==> src/rtl/ex_muldiv_sequencer_pkg.sv <==
// Shared constants and types for the RV32M multiply/divide sequencer.
package ex_muldiv_sequencer_pkg;

  localparam int unsigned MULDIV_STATE_WIDTH = 2;

  typedef enum logic [MULDIV_STATE_WIDTH-1:0] {
    MD_IDLE = 2'd0,
    MD_MUL  = 2'd1,
    MD_DIV  = 2'd2,
    MD_DONE = 2'd3
  } muldiv_state_e;

  localparam logic [2:0] F3_MUL    = 3'b000;
  localparam logic [2:0] F3_MULH   = 3'b001;
  localparam logic [2:0] F3_MULHSU = 3'b010;
  localparam logic [2:0] F3_MULHU  = 3'b011;
  localparam logic [2:0] F3_DIV    = 3'b100;
  localparam logic [2:0] F3_DIVU   = 3'b101;
  localparam logic [2:0] F3_REM    = 3'b110;
  localparam logic [2:0] F3_REMU   = 3'b111;

  localparam logic [6:0] OPCODE_OP     = 7'b0110011;
  localparam logic [6:0] FUNCT7_MULDIV = 7'b0000001;

  // rs1 is interpreted as signed by MULH, MULHSU, DIV and REM
  function automatic logic op_a_signed(input logic [2:0] f3);
    return (f3 == F3_MULH) || (f3 == F3_MULHSU) || (f3 == F3_DIV) || (f3 == F3_REM);
  endfunction

  // rs2 is interpreted as signed by MULH, DIV and REM
  function automatic logic op_b_signed(input logic [2:0] f3);
    return (f3 == F3_MULH) || (f3 == F3_DIV) || (f3 == F3_REM);
  endfunction

endpackage

==> src/rtl/ex_muldiv_sequencer_datapath.sv <==
// Magnitude datapath: shift-add multiply / restoring divide, sign fix, result select.
module ex_muldiv_sequencer_datapath
  import ex_muldiv_sequencer_pkg::*;
#(
  parameter int unsigned XLEN = 32
) (
  input  logic            clk,
  input  logic            rst_n,
  input  logic            load_i,
  input  logic            step_i,
  input  logic            last_i,
  input  logic [2:0]      funct3_i,
  input  logic [XLEN-1:0] op_a_i,
  input  logic [XLEN-1:0] op_b_i,
  output logic            fast_o,
  output logic [XLEN-1:0] result_o
);

  localparam logic [XLEN-1:0] MIN_VAL  = {1'b1, {(XLEN-1){1'b0}}};
  localparam logic [XLEN-1:0] ALL_ONES = '1;

  logic [2:0]      f3_q;
  logic [XLEN-1:0] opb_q;      // multiplicand or divisor magnitude
  logic [XLEN-1:0] hi_q;       // product high half / partial remainder
  logic [XLEN-1:0] lo_q;       // multiplier+product low half / dividend+quotient
  logic            neg_q;      // product or quotient negative
  logic            rneg_q;     // remainder negative
  logic [XLEN-1:0] result_q;

  logic            a_neg, b_neg;
  logic [XLEN-1:0] mag_a, mag_b;
  logic            div_by_zero, overflow;
  logic [XLEN-1:0] fast_val;
  logic [XLEN:0]   sum, shifted, diff;
  logic [XLEN-1:0] hi_n, lo_n;
  logic [2*XLEN-1:0] prod, prod_fix;
  logic [XLEN-1:0] quo_fix, rem_fix, res_n;

  // Operand magnitudes and the divide fast-path results
  always_comb begin
    a_neg       = op_a_signed(funct3_i) & op_a_i[XLEN-1];
    b_neg       = op_b_signed(funct3_i) & op_b_i[XLEN-1];
    mag_a       = a_neg ? -op_a_i : op_a_i;
    mag_b       = b_neg ? -op_b_i : op_b_i;
    div_by_zero = (op_b_i == '0);
    overflow    = !funct3_i[0] && (op_a_i == MIN_VAL) && (op_b_i == ALL_ONES);
    fast_o      = funct3_i[2] & (div_by_zero | overflow);
    if (div_by_zero) fast_val = funct3_i[1] ? op_a_i : ALL_ONES;
    else             fast_val = funct3_i[1] ? '0 : MIN_VAL;
  end

  // One iteration step plus the sign-fixed result of that step
  always_comb begin
    sum     = {1'b0, hi_q} + (lo_q[0] ? {1'b0, opb_q} : '0);
    shifted = {hi_q, lo_q[XLEN-1]};
    diff    = shifted - {1'b0, opb_q};
    if (f3_q[2]) begin
      hi_n = diff[XLEN] ? shifted[XLEN-1:0] : diff[XLEN-1:0];
      lo_n = {lo_q[XLEN-2:0], ~diff[XLEN]};
    end else begin
      hi_n = sum[XLEN:1];
      lo_n = {sum[0], lo_q[XLEN-1:1]};
    end
    prod     = {hi_n, lo_n};
    prod_fix = neg_q  ? -prod : prod;
    quo_fix  = neg_q  ? -lo_n : lo_n;
    rem_fix  = rneg_q ? -hi_n : hi_n;
    if (f3_q[2])               res_n = f3_q[1] ? rem_fix : quo_fix;
    else if (f3_q[1:0] == 2'b00) res_n = prod_fix[XLEN-1:0];
    else                       res_n = prod_fix[2*XLEN-1:XLEN];
  end

  // Operand latch, iteration registers and the result register
  always_ff @(posedge clk) begin
    if (!rst_n) begin
      f3_q     <= '0;
      opb_q    <= '0;
      hi_q     <= '0;
      lo_q     <= '0;
      neg_q    <= 1'b0;
      rneg_q   <= 1'b0;
      result_q <= '0;
    end else if (load_i) begin
      f3_q   <= funct3_i;
      opb_q  <= mag_b;
      hi_q   <= '0;
      lo_q   <= mag_a;
      neg_q  <= a_neg ^ b_neg;
      rneg_q <= a_neg;
      if (fast_o) result_q <= fast_val;
    end else if (step_i) begin
      hi_q <= hi_n;
      lo_q <= lo_n;
      if (last_i) result_q <= res_n;
    end
  end

  assign result_o = result_q;

endmodule

==> src/rtl/ex_muldiv_sequencer.sv <==
// EX-stage RV32M sequencer: control FSM, iteration counter and pipeline stall.
module ex_muldiv_sequencer
  import ex_muldiv_sequencer_pkg::*;
#(
  parameter int unsigned XLEN = 32
) (
  input  logic            clk,
  input  logic            rst_n,
  input  logic            start_i,
  input  logic [2:0]      funct3_i,
  input  logic [XLEN-1:0] op_a_i,
  input  logic [XLEN-1:0] op_b_i,
  input  logic            flush_i,
  output logic            stall_o,
  output logic            busy_o,
  output logic            done_o,
  output logic [XLEN-1:0] result_o
);

  localparam int unsigned CNT_W = $clog2(XLEN);

  muldiv_state_e    state_q;
  logic [CNT_W-1:0] cnt_q;
  logic             busy_q;
  logic             done_q;

  logic accept_c, step_c, last_c, fast_c;

  // Handshake decode; stall must react to start in the same cycle
  always_comb begin
    accept_c = (state_q == MD_IDLE) & start_i & !flush_i;
    step_c   = ((state_q == MD_MUL) | (state_q == MD_DIV)) & !flush_i;
    last_c   = (cnt_q == '0);
  end

  assign stall_o = accept_c | step_c;

  // Sequencer FSM with registered busy/done
  always_ff @(posedge clk) begin
    if (!rst_n) begin
      state_q <= MD_IDLE;
      cnt_q   <= '0;
      busy_q  <= 1'b0;
      done_q  <= 1'b0;
    end else begin
      busy_q <= 1'b0;
      done_q <= 1'b0;
      case (state_q)
        MD_IDLE: begin
          if (accept_c) begin
            cnt_q  <= CNT_W'(XLEN - 1);
            busy_q <= 1'b1;
            if (fast_c) begin
              state_q <= MD_DONE;
              done_q  <= 1'b1;
            end else if (funct3_i[2]) begin
              state_q <= MD_DIV;
            end else begin
              state_q <= MD_MUL;
            end
          end
        end
        MD_MUL, MD_DIV: begin
          if (flush_i) begin
            state_q <= MD_IDLE;
          end else if (last_c) begin
            state_q <= MD_DONE;
            busy_q  <= 1'b1;
            done_q  <= 1'b1;
          end else begin
            cnt_q  <= cnt_q - CNT_W'(1);
            busy_q <= 1'b1;
          end
        end
        default: state_q <= MD_IDLE;
      endcase
    end
  end

  assign busy_o = busy_q;
  assign done_o = done_q;

  ex_muldiv_sequencer_datapath #(
    .XLEN (XLEN)
  ) u_datapath (
    .clk      (clk),
    .rst_n    (rst_n),
    .load_i   (accept_c),
    .step_i   (step_c),
    .last_i   (last_c),
    .funct3_i (funct3_i),
    .op_a_i   (op_a_i),
    .op_b_i   (op_b_i),
    .fast_o   (fast_c),
    .result_o (result_o)
  );

endmodule

==> config.mk <==
export PLATFORM = sky130hd
export DESIGN_NAME = ex_muldiv_sequencer
export DESIGN_NICKNAME = d
export VERILOG_FILES = /design/src/rtl/ex_muldiv_sequencer_pkg.sv /design/src/rtl/ex_muldiv_sequencer_datapath.sv /design/src/rtl/ex_muldiv_sequencer.sv
export SDC_FILE = /design/constraint.sdc
export NUM_CORES = 1
export LEC_CHECK = 0
export ABC_CLOCK_PERIOD_IN_PS = 7700
export CAP_MARGIN = 25
export CORE_UTILIZATION = 30
export CTS_CLUSTER_DIAMETER = 100
export DETAILED_ROUTE_END_ITERATION = 12
export GPL_TIMING_DRIVEN = 1
export PLACE_DENSITY = 0.56
export SYNTH_ARGS = -nofsm -noshare
export SYNTH_HDL_FRONTEND = slang
export SYNTH_SLANG_ARGS = --single-unit
==> constraint.sdc <==
create_clock -name clk -period 7.7 [get_ports clk]
set_input_delay 2.31 -clock clk [delete_from_list [all_inputs] [get_ports clk]]
set_output_delay 2.31 -clock clk [all_outputs]
set_load 0.02 [all_outputs]
==> metrics.log <==
INFO  metric result_of_the_run = finished clean
INFO  metric globalRouteMet3Util = 4.61%
INFO  metric synthesis.yosys.warnings = 0
INFO  metric post-route-min-period = 6550 ps
INFO  metric vias_per_cell = 6.03
INFO  metric critical_path_cell_count = 14
INFO  metric core_area = 51500 µm²
INFO  metric worst_voltage_drop_across_the_vdd_grid = 0.187 mV
INFO  metric n_fill_cell = 5632
INFO  metric timing.critical_path.slowest_stage_cell = nor3_1
INFO  metric grt_setup_unrepaired = no
INFO  metric clkSinkCount = 142
INFO  metric antenna_found_initial = 3
INFO  metric finalWirelength = 67.9 mm
INFO  metric vias = 17800
INFO  metric worst_hold_path_type = reg -> reg
INFO  metric power.leakage = 6.42 nW
INFO  metric gr-usage-met2 = 38.3%
INFO  metric synthSimpleGateAreaFrac = 26.8%
INFO  metric postSynthNetCount = 2378
INFO  metric finalClockSkew = 14.6 ps
INFO  metric synth_flop_cell = dfxtp_1
INFO  metric number_of_global_route_vias_before_repair = 16400
INFO  metric post_cts_buffers = 0
INFO  metric synth_enable_flop_cells = 0
INFO  metric grt_first_pass_wirelength = 103 mm
INFO  metric globalRouteOverflowTotal = 0
INFO  metric ys_seq_elements = 142
INFO  metric setup-violations-final = 0
INFO  metric antennaDiodeCount = 0
INFO  metric cts_max_level = 4
INFO  metric cp_common_cell = nand2_1
INFO  metric syn-cell-area = 15700 µm²
INFO  metric critical_path.startpoint = op_b_i[0]
INFO  metric detail-route-antenna-nets = 0
INFO  metric post_route_cells_drive_above_1_share = 5.54%
INFO  metric regToRegSetupSlack = 1490 ps
INFO  metric post_synth_num_cell_types = 101
INFO  metric hold_viol_final = 0
INFO  metric ctsRootBufferMaster = clkbuf_16
INFO  metric rows = 83
INFO  metric cts_inserted_buffers = 17
INFO  metric gr-usage-met1 = 34.4%
INFO  metric finish.instance_area = 17900 µm²
INFO  metric firstDrtPassIters = 5
INFO  metric post-route-period-util = 85.1%
INFO  metric post_cts.resized_instances = 0
INFO  metric fmaxAchievable = 153 MHz
INFO  metric cts_tree = built
INFO  metric endpoint = u_datapath.result_o[15]$_SDFFE_PN0P_
INFO  metric detail_route.drc_violations = 0
INFO  metric clockBufferDepth = 2
INFO  metric post-dp-hpwl = 52.9 mm
INFO  metric detail_route.wl_per_cell = 23.0 µm
INFO  metric cp_top_family = simple AND/OR/NAND/NOR gates
INFO  metric floorplan.initialDensity = 30.4%
INFO  metric timing.max_slew.rel_slack = 28.0%
INFO  metric grt_busiest_layer = met2
INFO  metric critPathRequiredTime = 8110 ps
INFO  metric powerDensity = 278 nW/µm²
INFO  metric timing.critical_path.buf_inv = 2
INFO  metric die_x = 231 µm
INFO  metric synthAdderAreaFrac = 6.08%
INFO  metric final_nets = 2409
INFO  metric path_class = in -> reg
INFO  metric postSynth.asyncResetShare = 0%
INFO  metric drtIter0Drc = 2270
INFO  metric mean_area_per_synthesized_cell = 7.02 µm²
INFO  metric grt_max_degree = 81
INFO  metric reg2reg_from = u_datapath.hi_q[24]$_SDFFE_PP0P_
INFO  metric design.die.area = 53200 µm²
INFO  metric highest_cell_delay_on_the_worst_timing_path = 680 ps
INFO  metric main_combinational_cell_family_by_area_after_synthesis = compound AO/OA/AOI/OAI gates
INFO  metric place_area = 17300 µm²
INFO  metric highest_count_cells_in_the_layout_ignoring_fill_and_taps = nand2_1 (264), nor2_1 (240), a21oi_1 (188)
INFO  metric synthesized_area_fraction_occupied_by_ao_oa_aoi_and_oai_cells = 31.1%
INFO  metric clk-insertion-delay-late = 470 ps
INFO  metric clk_transition_reported_paths = 70 ps
INFO  metric final_common_cell = nand2_1
INFO  metric r2r_cells = 20
INFO  metric cp-start-kind = input port
INFO  metric global_route.usage.total = 25.2%
INFO  metric library_cell_occupying_the_most_area_in_the_post_synthesis_netlist = dfxtp_1
INFO  metric worst_r2r_endpoint = u_datapath.result_o[20]$_SDFFE_PN0P_
INFO  metric worstPathArrival = 6960 ps
INFO  metric netlist_instances = 2232
INFO  metric tightestPinTransition = 1070 ps
INFO  metric holdWs = 457 ps
INFO  metric timing.critical_path.fanout_max = 7
INFO  metric die-height = 231 µm
INFO  metric pin_count = 106
INFO  metric gp_congestion = 0.985
INFO  metric netlist.area_leader.share = 18.1%
INFO  metric post_synth_main_area_contributors = dfxtp_1 (18%), nand2_1 (6.3%), a21oi_1 (6.0%)
INFO  metric cap_violations = 0
INFO  metric synthMuxAreaShare = 3.92%
INFO  metric critical_path.cell_chain = clkdlybuf4s50_1 -> inv_1 -> ha_1 -> nand2_1 -> or3_1 -> or4_1 -> nor2_1 -> o21bai_1 -> and2_1 -> nor3_1 -> o21ai_0 -> a2111oi_0 -> o211ai_1 -> nand2_1
INFO  metric maxSlewViolCount = 0
INFO  metric areaGrowthSynthToFinish = 14.1%
INFO  metric ys_seq_area_share = 18.1%
INFO  metric finalSetupTns = 0 ps
INFO  metric post_cts_hold_buffer_count = 0
INFO  metric yosys.area_share.xor_xnor = 8.83%
INFO  metric end_kind = register
INFO  metric portBuffers = 105
==> state kept, by name, indices dropped and copies added (netlist names) <==
name	count
busy_o	1
cnt_q	5
done_o	1
state_q	2
u_datapath.f3_q	3
u_datapath.hi_q	32
u_datapath.lo_q	32
u_datapath.neg_q	1
u_datapath.opb_q	32
u_datapath.result_o	32
u_datapath.rneg_q	1
==> metrics by stage <==
step	util (%)	instances	total power, W	setup WS (ps)
final	34.7	2956	0.00498	1150
after global routing	34.7	2956	0.00527	922
after CTS	34.7	2956	0.00489	1280
after detailed placement	33.6	2924	0.00405	800
after global placement	33.6	2920	0.00402	1010
after floorplan	-	2232	0.00311	2010
==> how the worst min path moves through the flow <==
stage,start,cells after the start,endpoint,slack [ps]
floorplan,u_datapath.opb_q[22]$_SDFFE_PN0P_,2,u_datapath.opb_q[22]$_SDFFE_PN0P_,440
global placement,u_datapath.result_o[19]$_SDFFE_PN0P_,2,u_datapath.result_o[19]$_SDFFE_PN0P_,450
detailed placement,u_datapath.result_o[19]$_SDFFE_PN0P_,2,u_datapath.result_o[19]$_SDFFE_PN0P_,460
CTS,u_datapath.result_o[11]$_SDFFE_PN0P_,2,u_datapath.result_o[11]$_SDFFE_PN0P_,470
global route,u_datapath.result_o[10]$_SDFFE_PN0P_,2,u_datapath.result_o[10]$_SDFFE_PN0P_,480
finish,u_datapath.result_o[11]$_SDFFE_PN0P_,2,u_datapath.result_o[11]$_SDFFE_PN0P_,460
==> per-layer routing <==
metal / up-vias / share of wire [%]
li1: 8303 / -
met2: 857 / 43
met1: 8522 / 44
met4: 4 / 4.3
met3: 146 / 8.6
met5: - / 0.096
==> worst register-to-register path, stage by stage (launching register included) <==
cell and delay, ps:
dfxtp_1 440, ha_1 350, a21oi_1 280, o21ai_0 150, a221oi_1 520, and3b_1 480, a2111oi_2 210, a21oi_1 280
ha_1 230, nand2_1 70, nor2_1 170, nand2_1 150, nor3_1 410, nand2b_1 160, or2_2 380, o21a_1 210
or4_1 490, or4b_1 580, o31ai_1 210, a41oi_1 80, a22o_1 250
==> synthesized netlist by cell type (all sizes together), types with 12 or more instances <==
cell type / number
a211oi: 91
xor2: 74
buf: 39
nand2b: 21
a21oi: 189
dfxtp: 142
xnor2: 84
and2: 54
nand2: 264
ha: 73
clkbuf: 92
o21ai: 157
or3: 29
o31ai: 40
o21a: 26
a31oi: 18
nor4: 18
inv: 66
a21o: 23
a2111oi: 12
o221ai: 12
o211ai: 21
nand3: 51
nor2: 241
a221oi: 21
mux2i: 49
nor3: 68
nor2b: 15
or4: 12
nand4: 35
==> cell families after synthesis <==
group	count (synthesis)
buf+inv	199
compound gates	726
flops	142
fa+ha+maj	75
simple gates	872
mux	60
xor+xnor	158
==> where the power goes <==
| part | internal, W | leakage, nW | switching (W) |
|---|---|---|---|
| Clock | 0.000454 | 0.271 | 0.000376 |
| Combinational | 0.00107 | 4.99 | 0.00206 |
| Sequential | 0.000852 | 1.16 | 0.000163 |
| Total | 0.00238 | 6.42 | 0.00260 |
==> layout make-up <==
| class | instances | area (µm²) | share of cell area (%) |
|---|---|---|---|
| multi-input combinational | 1891 | 12000 | 67.3 |
| sequential | 142 | 2850 | 15.9 |
| timing repair buffer | 143 | 1330 | 7.42 |
| tap | 680 | 851 | 4.76 |
| clock buffer | 20 | 447 | 2.50 |
| inverter | 68 | 255 | 1.43 |
| clock inverter | 12 | 113 | 0.630 |
Power figures use the tool's default switching activity.
